[src/rtl/branch_resolve_unit_pkg.sv]
// Shared types and constants for the branch resolve unit: the prediction
// record carried down the D/E pipeline and the PC arithmetic constants.
package branch_resolve_unit_pkg;

  localparam int XLEN = 32;
  localparam logic [XLEN-1:0] PC_INC = 32'd4;

  // One prediction record: what the predictor said about the instruction at pc.
  typedef struct packed {
    logic            valid;
    logic [XLEN-1:0] pc;
    logic            pred_taken;
    logic [XLEN-1:0] pred_bta;
  } pred_rec_t;

endpackage

[src/rtl/branch_resolve_unit_pred_stage_reg.sv]
// Single pipeline register for a prediction record with reset, flush and stall.
// Priority: reset > flush > stall > load. A flush clears valid and the
// prediction fields; the PC field keeps following the incoming record.
module pred_stage_reg
  import branch_resolve_unit_pkg::*;
#(
  parameter logic [XLEN-1:0] RESET_PC = '0
) (
  input  logic      clk_i,
  input  logic      rst_i,
  input  logic      stall_i,
  input  logic      flush_i,
  input  pred_rec_t rec_i,
  output pred_rec_t rec_o
);

  pred_rec_t rec_q;

  // Record register: reset wins, then flush (overrides stall), then hold on stall.
  always_ff @(posedge clk_i) begin
    if (rst_i) begin
      rec_q.valid      <= 1'b0;
      rec_q.pc         <= RESET_PC;
      rec_q.pred_taken <= 1'b0;
      rec_q.pred_bta   <= '0;
    end else if (flush_i) begin
      rec_q.valid      <= 1'b0;
      rec_q.pc         <= rec_i.pc;
      rec_q.pred_taken <= 1'b0;
      rec_q.pred_bta   <= '0;
    end else if (!stall_i) begin
      rec_q <= rec_i;
    end
  end

  assign rec_o = rec_q;

endmodule

[src/rtl/branch_resolve_unit.sv]
// Branch resolve unit: carries the fetch-time prediction through D and E,
// compares it with the resolved outcome in E, produces the redirect PC and
// the predictor update strobe, and keeps saturating branch/mispredict counts.
// There is no valid/ready handshake here: UpdateEnE and MispredictE are
// single-cycle strobes valid in the cycle the instruction sits in E, and the
// consumer must take them in that cycle (no backpressure is possible).
module branch_resolve_unit
  import branch_resolve_unit_pkg::*;
#(
  parameter int              CNT_WIDTH = 32,
  parameter logic [XLEN-1:0] RESET_PC  = 32'h0
) (
  input  logic                 CLK,
  input  logic                 RESET,
  input  logic [XLEN-1:0]      PCF,
  input  logic                 PredictedTakenF,
  input  logic [XLEN-1:0]      PredictedBTAF,
  input  logic                 StallD,
  input  logic                 FlushD,
  input  logic                 FlushE,
  input  logic                 IsBranchE,
  input  logic                 ActualTakenE,
  input  logic [XLEN-1:0]      ActualBTAE,
  output logic [XLEN-1:0]      PCE,
  output logic                 MispredictE,
  output logic [XLEN-1:0]      RedirectPCE,
  output logic                 UpdateEnE,
  output logic [CNT_WIDTH-1:0] BranchCount,
  output logic [CNT_WIDTH-1:0] MispredictCount
);

  localparam logic [CNT_WIDTH-1:0] CNT_ONE = CNT_WIDTH'(1);

  pred_rec_t rec_f;
  pred_rec_t rec_d;
  pred_rec_t rec_e;
  logic      mispredict;
  logic      flush_d;
  logic      flush_e;

  logic [CNT_WIDTH-1:0] branch_cnt_q;
  logic [CNT_WIDTH-1:0] mispred_cnt_q;

  // Every fetch cycle produces a valid record.
  always_comb begin
    rec_f.valid      = 1'b1;
    rec_f.pc         = PCF;
    rec_f.pred_taken = PredictedTakenF;
    rec_f.pred_bta   = PredictedBTAF;
  end

  // A mispredict in E squashes both younger stages; ORing keeps one clear.
  assign flush_d = FlushD | mispredict;
  assign flush_e = FlushE | mispredict;

  pred_stage_reg #(.RESET_PC(RESET_PC)) u_stage_d (
    .clk_i   (CLK),
    .rst_i   (RESET),
    .stall_i (StallD),
    .flush_i (flush_d),
    .rec_i   (rec_f),
    .rec_o   (rec_d)
  );

  // E never stalls; bubbles only come from flushes.
  pred_stage_reg #(.RESET_PC(RESET_PC)) u_stage_e (
    .clk_i   (CLK),
    .rst_i   (RESET),
    .stall_i (1'b0),
    .flush_i (flush_e),
    .rec_i   (rec_d),
    .rec_o   (rec_e)
  );

  // Mispredict: wrong direction, wrong target on a taken branch, or the
  // predictor claiming "taken" for a non-branch. Bubbles never mispredict.
  always_comb begin
    mispredict = 1'b0;
    if (rec_e.valid) begin
      if (IsBranchE) begin
        mispredict = (rec_e.pred_taken != ActualTakenE) |
                     (rec_e.pred_taken & ActualTakenE & (rec_e.pred_bta != ActualBTAE));
      end else begin
        mispredict = rec_e.pred_taken;
      end
    end
  end

  // Correct next PC, only driven when a redirect is actually needed.
  always_comb begin
    RedirectPCE = '0;
    if (mispredict) begin
      if (IsBranchE && ActualTakenE) RedirectPCE = ActualBTAE;
      else                           RedirectPCE = rec_e.pc + PC_INC;
    end
  end

  // Saturating statistics counters; reset takes priority over any increment.
  always_ff @(posedge CLK) begin
    if (RESET) begin
      branch_cnt_q  <= '0;
      mispred_cnt_q <= '0;
    end else begin
      if (UpdateEnE && (branch_cnt_q != '1))  branch_cnt_q  <= branch_cnt_q + CNT_ONE;
      if (mispredict && (mispred_cnt_q != '1)) mispred_cnt_q <= mispred_cnt_q + CNT_ONE;
    end
  end

  assign PCE             = rec_e.pc;
  assign MispredictE     = mispredict;
  assign UpdateEnE       = IsBranchE & rec_e.valid;
  assign BranchCount     = branch_cnt_q;
  assign MispredictCount = mispred_cnt_q;

endmodule

[config.mk]
export PLATFORM = sky130hd
export DESIGN_NAME = branch_resolve_unit
export DESIGN_NICKNAME = d
export VERILOG_FILES = /design/src/rtl/branch_resolve_unit_pkg.sv /design/src/rtl/branch_resolve_unit_pred_stage_reg.sv /design/src/rtl/branch_resolve_unit.sv
export SDC_FILE = /design/constraint.sdc
export NUM_CORES = 1
export LEC_CHECK = 0
export ABC_AREA = 1
export ABC_CLOCK_PERIOD_IN_PS = 3800
export CORE_ASPECT_RATIO = 0.7
export CORE_MARGIN = 5
export CORE_UTILIZATION = 69
export DETAILED_ROUTE_END_ITERATION = 12
export DONT_BUFFER_PORTS = 1
export PLACE_DENSITY = 0.9
export SYNTH_ARGS = -nofsm -noshare
export SYNTH_HDL_FRONTEND = slang
export SYNTH_SLANG_ARGS = --single-unit
[constraint.sdc]
create_clock -name CLK -period 3.8 [get_ports CLK]
set_input_delay 0.38 -clock CLK [delete_from_list [all_inputs] [get_ports CLK]]
set_output_delay 0.38 -clock CLK [all_outputs]
set_load 0.01 [all_outputs]
==> results of run 1 <==
where the power goes:
| part | internal (uW) | switching (uW) | total [uW] |
|---|---|---|---|
| clock | 1020 | 838 | 1860 |
| sequential | 2120 | 54.4 | 2170 |
| combinational | 92.6 | 168 | 261 |
worst min path at each step:
| stage | start | endpoint | slack [ps] |
|---|---|---|---|
| 4_1_cts | RESET | BranchCount[21] | 10 |
| 5_1_grt | RESET | u_stage_e.rec_o[34] | 0.2 |
| 6_report | RESET | u_stage_e.rec_o[39] | 20 |
| 3_5_place_dp | u_stage_d.rec_o[39] | u_stage_e.rec_o[39] | 420 |
| 3_3_place_gp | u_stage_d.rec_o[39] | u_stage_e.rec_o[39] | 420 |
| 2_1_floorplan | u_stage_d.rec_o[33] | u_stage_e.rec_o[33] | 410 |
logic make-up after synthesis:
logic type,after synthesis,share of synthesized area
adders and majority gates,4,0.00490
AOI/OAI and AO/OA,153,0.0770
and+or+nand+nor,776,0.327
xor gates and xnor gates,87,0.0746
buffers and inverters,312,0.132
DFF,196,0.384
layer usage:
| metal | wire length (um) | track usage | share of wire | vias up |
|---|---|---|---|---|
| met5 | 0 | 0 | 0 | - |
| met4 | 593 | 0.0805 | 0.021 | 0 |
| met3 | 3310 | 0.112 | 0.12 | 63 |
| met2 | 12500 | 0.481 | 0.44 | 519 |
| met1 | 11900 | 0.417 | 0.42 | 4340 |
| li1 | - | - | - | 4601 |
flip-flops by register name, summed over array words and instances (netlist names):
register and count:
MispredictCount 32, u_stage_d.rec_o 66, BranchCount 32, u_stage_e.rec_o 66
cells in the final DEF, fill, tap and decap left out, drive strengths merged:
cell         synthesis  layout
nand3               33      33
xor2                44      44
ha                   4       4
a21oi               84      84
nor4                 5       5
and3                 1       1
clkinvlp             0       3
a211oi               4       4
inv                213     219
dlygate4sd3          0       1
clkinv               3       3
o21bai               1       1
xnor2               43      43
o21ai               62      62
clkbuf              35      21
bufinv               0       2
or2                  4       4
o21a                 1       1
nand2              366     366
nor3b                5       5
buf                 61       8
nor2               238     238
o31ai                1       1
nor3                41      41
dfxtp              196     196
nand4               83      83
area by class of cell:
type | count | area share
Clock inverter | 11 | 0.0132
Timing Repair Buffer | 9 | 0.00661
Inverter | 216 | 0.0765
Clock buffer | 21 | 0.0435
Multi-Input combinational cell | 1020 | 0.467
Tap cell | 195 | 0.0230
Sequential cell | 196 | 0.370
stage by stage:
stage	util	setup WS (ps)	instance area, um2
floorplan	-	1760	10200
global placement	0.682	803	9980
detailed placement	0.682	722	9980
CTS	0.723	375	10600
global route	0.724	67.3	10600
finish	0.724	376	10600
==> metrics.md, run 1 <==
| Metric | Value |
|---|---|
| Leak pwr | 0.00432 uW |
| Ys flop type | dfxtp_1 |
| CTS root buffer | clkbuf_16 |
| Inserted Diodes | 0 |
| Residual DRC | 2 |
| Total core area | 14600 um2 |
| Area leader, netlist | dfxtp_1 |
| Setup TNS Final | 0 ps |
| Power, Total | 4290 uW |
| # fillers | 1215 |
| Cell family with the largest share of critical-path delay | simple AND/OR/NAND/NOR gates |
| Vias | 9523 |
| Crit start category | register |
| Reg clk slew, reported paths | 70 ps |
| Status | complete, but fails checks |
| CTS max path bufs | 2 |
| Failing checks | design-rule violations |
| Area Growth Syn to Fin | 3.66% |
| Most common cell in the netlist | nand2_1 |
| RSZ-0062 raised after global routing | no |
| CTS tree | done |
| FF-to-FF setup slack | 650 ps |
| GRT Overall Usage | 0.312 |
| Period Utilization, post-route | 0.901 |
| Vias in the first global route | 8603 |
| Dpl hpwl | 19900 um |
| Post-CTS Hold Fix Bufs | 0 |
| Final Net Count | 1568 |
| Area of the multi-input gates | 4940 um2 |
| Worst Path Arrival | 3040 ps |
| Drt total wl | 28200 um |
| First-pass GRT wire length | 44100 um |
| Critical path endpoint | RedirectPCE[31] |
| Top cells by count, synth | nand2_1 (363), nor2_1 (234), inv_1 (210) |
| Setup violators final | 0 |
| Synth Instances | 1528 |
| Final Hold Viols | 0 |
| Max Clk Rate | 292 MHz |
| Die area | 17400 um2 |
| Port Buffer Count | 0 |
| EDFF count, synth | 0 |
| Htree depth | 4 |
| Clock skew | 11.7 ps |
| Hold Crit Class | in2reg |
| R2R cell count | 12 |
| Reg-to-Reg Start | u_stage_e.rec_o[3] |
| Setup CP Type | reg2out |
| Syn Nets | 1636 |
| Die width | 155 um |
| Initial Util | 0.699 |
| CP cell instances | xnor2_1 > nand2_1 > nor2_1 > nand2_1 > nor2_1 > nand2_1 > nand2_1 > nand2_2 > nand2_2 > clkinv_1 > o21ai_0 > a21oi_1 |
| Hold Crit Depth | 1 |
| Initial antenna violation count | 0 |
| Yosys top cell area share | 0.384 |
| Buf+Inv Stages, Crit Path | 1 |
| Register area share after synthesis | 0.384 |
| Share of layout cells above drive strength 1 | 0.0414 |
| Peak supply drop | 0.311 mV |
| Post-Place Cells | 1635 |
| Hold slack | 17.4 ps |
| Slew headroom | 0.532 |
| # IOs | 234 |
| Worst setup EP type | primary output |
| Syn avg cell area | 6.69 um2 |
| Post-Syn Area | 10200 um2 |
| Yosys Warn Count | 0 |
| CTS sink cnt | 196 |
| CTS resizes | 0 |
| WP depth | 12 |
| Tmin final | 3420 ps |
| Max-slew violation count | 0 |
| Vias per inst | 5.71 |
| Antenna-violating nets left | 0 |
| Worst Max-Slew Pin Slew | 695 ps |
| Floorplan die height | 112 um |
| RePlAce Congestion | 0.944 |
| Post-DR wirelength/cell | 16.9 um |
| Post-CTS setup buffer count | 0 |
| Total grt overflow | 0 |
| Rows | 37 |
| Post-synth cell types | 37 |
| First-pass detailed-route iteration total | 10 |
| Power Density | 405 nW/um2 |
| Starting DRC count in detailed routing | 1226 |
| Crit. Startpoint | u_stage_e.rec_o[3] |
| Max-cap violations | 0 |
| CP most frequent cell | nand2_1 |
| Worst skew pair latency | 440 ps |
| Clock buffers created by TritonCTS | 17 |
| Async set or reset register ratio after synthesis | 0 |
| R2r endpoint | u_stage_e.rec_o[19] |
| Crit-path slowest cell | clkinv_1 |
| FF/Latch Area | 3920 um2 |
| Largest net degree at the start of global routing | 101 |
| Yosys reg bits | 196 |
| Non-Filler Instances | 1668 |
| Top cells by area, synth | dfxtp_1 (38%), nand2_1 (13%), nor2_1 (8.6%) |
| CP max stage delay | 550 ps |
| Critical Path RT | 3420 ps |
| Worst-path maximum fanout | 28 |
Power figures use the tool's default switching activity.
==> inputs of run 2 (changes only) <==
--- a/config.mk
+++ b/config.mk
@@ -9,10 +9,11 @@
 export ABC_CLOCK_PERIOD_IN_PS = 3800
 export CORE_ASPECT_RATIO = 0.7
 export CORE_MARGIN = 5
-export CORE_UTILIZATION = 69
+export CORE_UTILIZATION = 70
+export CTS_BUF_LIST = sky130_fd_sc_hd__clkbuf_8
 export DETAILED_ROUTE_END_ITERATION = 12
 export DONT_BUFFER_PORTS = 1
-export PLACE_DENSITY = 0.9
+export PLACE_DENSITY = 0.91
 export SYNTH_ARGS = -nofsm -noshare
 export SYNTH_HDL_FRONTEND = slang
 export SYNTH_SLANG_ARGS = --single-unit
==> metrics.md, run 2 (synthesis results as in run 1) <==
| Metric | Value |
|---|---|
| Power, Total | 3790 uW (-12%) |
| Drt total wl | 27300 um (-3.1%) |
| Worst Path Arrival | 3140 ps (+100 ps) |
| Setup CP Type | reg2out |
| Reg clk slew, reported paths | 100 ps (+30 ps) |
| Crit start category | register |
| Floorplan die height | 111 um (-0.65%) |
| R2R cell count | 9 (-3) |
| Max-cap violations | 0 (unchanged) |
| Htree depth | 4 (unchanged) |
| Most Used Layer, Global Route | met2 |
| Starting DRC count in detailed routing | 1009 (-18%) |
| Crit. Startpoint | u_stage_e.rec_o[2] |
| Vias in the first global route | 8726 (+1.4%) |
| Most frequent cells in the layout | nand2_1 (362), nor2_1 (234), inv_1 (212) |
| Final Hold Viols | 0 (unchanged) |
| Port Buffer Count | 0 (unchanged) |
| Worst setup EP type | primary output |
| Inserted Diodes | 0 (unchanged) |
| Total grt overflow | 0 (unchanged) |
| Vias per inst | 5.69 (-0.28%) |
| Residual DRC | 0 (-2) |
| Leak pwr | 0.00425 uW (-1.5%) |
| Hold endpoint | u_stage_d.rec_o[25] |
| Die area | 17200 um2 (-1.3%) |
| Vias | 9496 (-0.28%) |
| First-pass detailed-route iteration total | 6 (-4) |
| Max Clk Rate | 284 MHz (-2.8%) |
| Final Net Count | 1569 (+0.064%) |
| Initial Util | 0.705 (+0.00670) |
| Status | finished clean |
| Critical Path RT | 3420 ps (about the same) |
| Post-route core utilization | 0.719 (-0.00541) |
| Area Growth Syn to Fin | 1.91% |
| CTS max path bufs | 2 (unchanged) |
| FF/Latch Area | 3920 um2 (unchanged) |
| Tmin final | 3520 ps (+100 ps) |
| Post-CTS setup buffer count | 0 (unchanged) |
| # IOs | 234 (unchanged) |
| Die width | 154 um (-0.67%) |
| Area of the multi-input gates | 4940 um2 (unchanged) |
| Largest net degree at the start of global routing | 101 (unchanged) |
| Antenna-violating nets left | 0 (unchanged) |
| Slew headroom | 0.532 (-0.000547) |
| Max-slew violation count | 0 (unchanged) |
| Clock skew | 12.8 ps (+1.13 ps) |
| Met1 GRT Util | 0.417 (about the same) |
| Post-DR wirelength/cell | 16.4 um (-3.1%) |
| Worst Max-Slew Pin Slew | 698 ps (+2.92 ps) |
| FF-to-FF setup slack | 880 ps (+230 ps) |
| Dpl hpwl | 19600 um (-1.5%) |
| R2r endpoint | MispredictCount[13] |
| Hold Crit Class | in2reg |
| CTS tree | done |
| CTS sink cnt | 196 (unchanged) |
| Period Utilization, post-route | 0.928 (+0.0263) |
| First-pass GRT wire length | 44100 um (about the same) |
| Routing usage on met2 | 0.474 (-0.00685) |
| Setup TNS Final | 0 ps (unchanged) |
| Power Density | 364 nW/um2 (-10%) |
| Most common cell after layout, fill and taps aside | nand2_1 |
| CTS resizes | 0 (unchanged) |
| Hold Crit Depth | 2 (+1) |
| Rows | 37 (unchanged) |
| GR Util met3 | 0.111 (-0.000690) |
| Clock buffers created by TritonCTS | 17 (unchanged) |
| Initial antenna violation count | 0 (unchanged) |
| Worst skew pair latency | 460 ps (+20 ps) |
| Reg-to-Reg Start | MispredictCount[1] |
| RSZ-0062 raised after global routing | no |
| Peak supply drop | 0.309 mV (-0.91%) |
| GRT Overall Usage | 0.311 (-0.000678) |
| Worst-path maximum fanout | 28 (unchanged) |
| Setup violators final | 0 (unchanged) |
| CTS root buffer | clkbuf_8 |
| Total core area | 14500 um2 (-0.95%) |
| # fillers | 1226 (+0.91%) |
| Share of layout cells above drive strength 1 | 0.0414 (unchanged) |
| HP Start | PredictedBTAF[25] |
| RePlAce Congestion | 0.952 (+0.86%) |
| Post-CTS Hold Fix Bufs | 2 (+2) |
-- run 2: changes by cell type in the layout (fill, tap and decap cells not counted), sizes merged --
cell and change:
buf +1, clkbuf -3, clkinv +5, inv -1, clkinvlp -2
-- run 2: layout make-up --
class	instances	area share
Inverter	216	0.0778
Tap cell	195	0.0234
Sequential cell	196	0.377
Clock inverter	13	0.0129
Clock buffer	18	0.0238
Multi-Input combinational cell	1020	0.475
Timing Repair Buffer	10	0.0106
-- run 2: worst max-delay path by stage --
| stage | endpoint | depth (start not counted) |
|---|---|---|
| final | RedirectPCE[29] | 12 |
| after global routing | RedirectPCE[29] | 14 |
| after CTS | RedirectPCE[29] | 12 |
| after detailed placement | RedirectPCE[29] | 14 |
| after global placement | RedirectPCE[29] | 12 |
| after floorplan | RedirectPCE[12] | 14 |
-- run 2: worst max-delay path: stages (launching register included) --
cell      delay, ps
dfxtp_1         330
xnor2_1         140
nand2_1          70
nor2_1          130
nand2_1         100
nor2_1          160
nand2_1          80
nand2_1          70
nand2_2         330
nand2_2         220
clkinv_1        580
o21ai_0         330
nor2_1          140
-- run 2: report_power, final --
| part | leakage [uW] | switching, uW | internal [uW] | total (uW) |
|---|---|---|---|---|
| sequential | 0.00160 | 53.8 | 2120 | 2170 |
| clock | 0.000202 | 742 | 599 | 1340 |
| combinational | 0.00245 | 181 | 95.9 | 277 |
| total | 0.00425 | 977 | 2810 | 3790 |
-- run 2: per-stage QoR --
stage / setup slack (ps) / instance area [um2] / hold WS [ps] / std cells
2_1_floorplan: 1760 / 10200 / 410 / 1528
3_3_place_gp: 893 / 10000 / 413 / 1635
3_5_place_dp: 778 / 10000 / 418 / 1635
5_1_grt: 7.63 / 10400 / 71.6 / 1668
4_1_cts: 270 / 10400 / 58.2 / 1668
6_report: 275 / 10400 / 85.2 / 1668
-- run 2: per-layer routing --
layer / up-vias / wire length, um
li1: 4611 / -
met1: 4306 / 11500
met2: 515 / 11900
met3: 64 / 3300
met4: 0 / 574
met5: - / 0
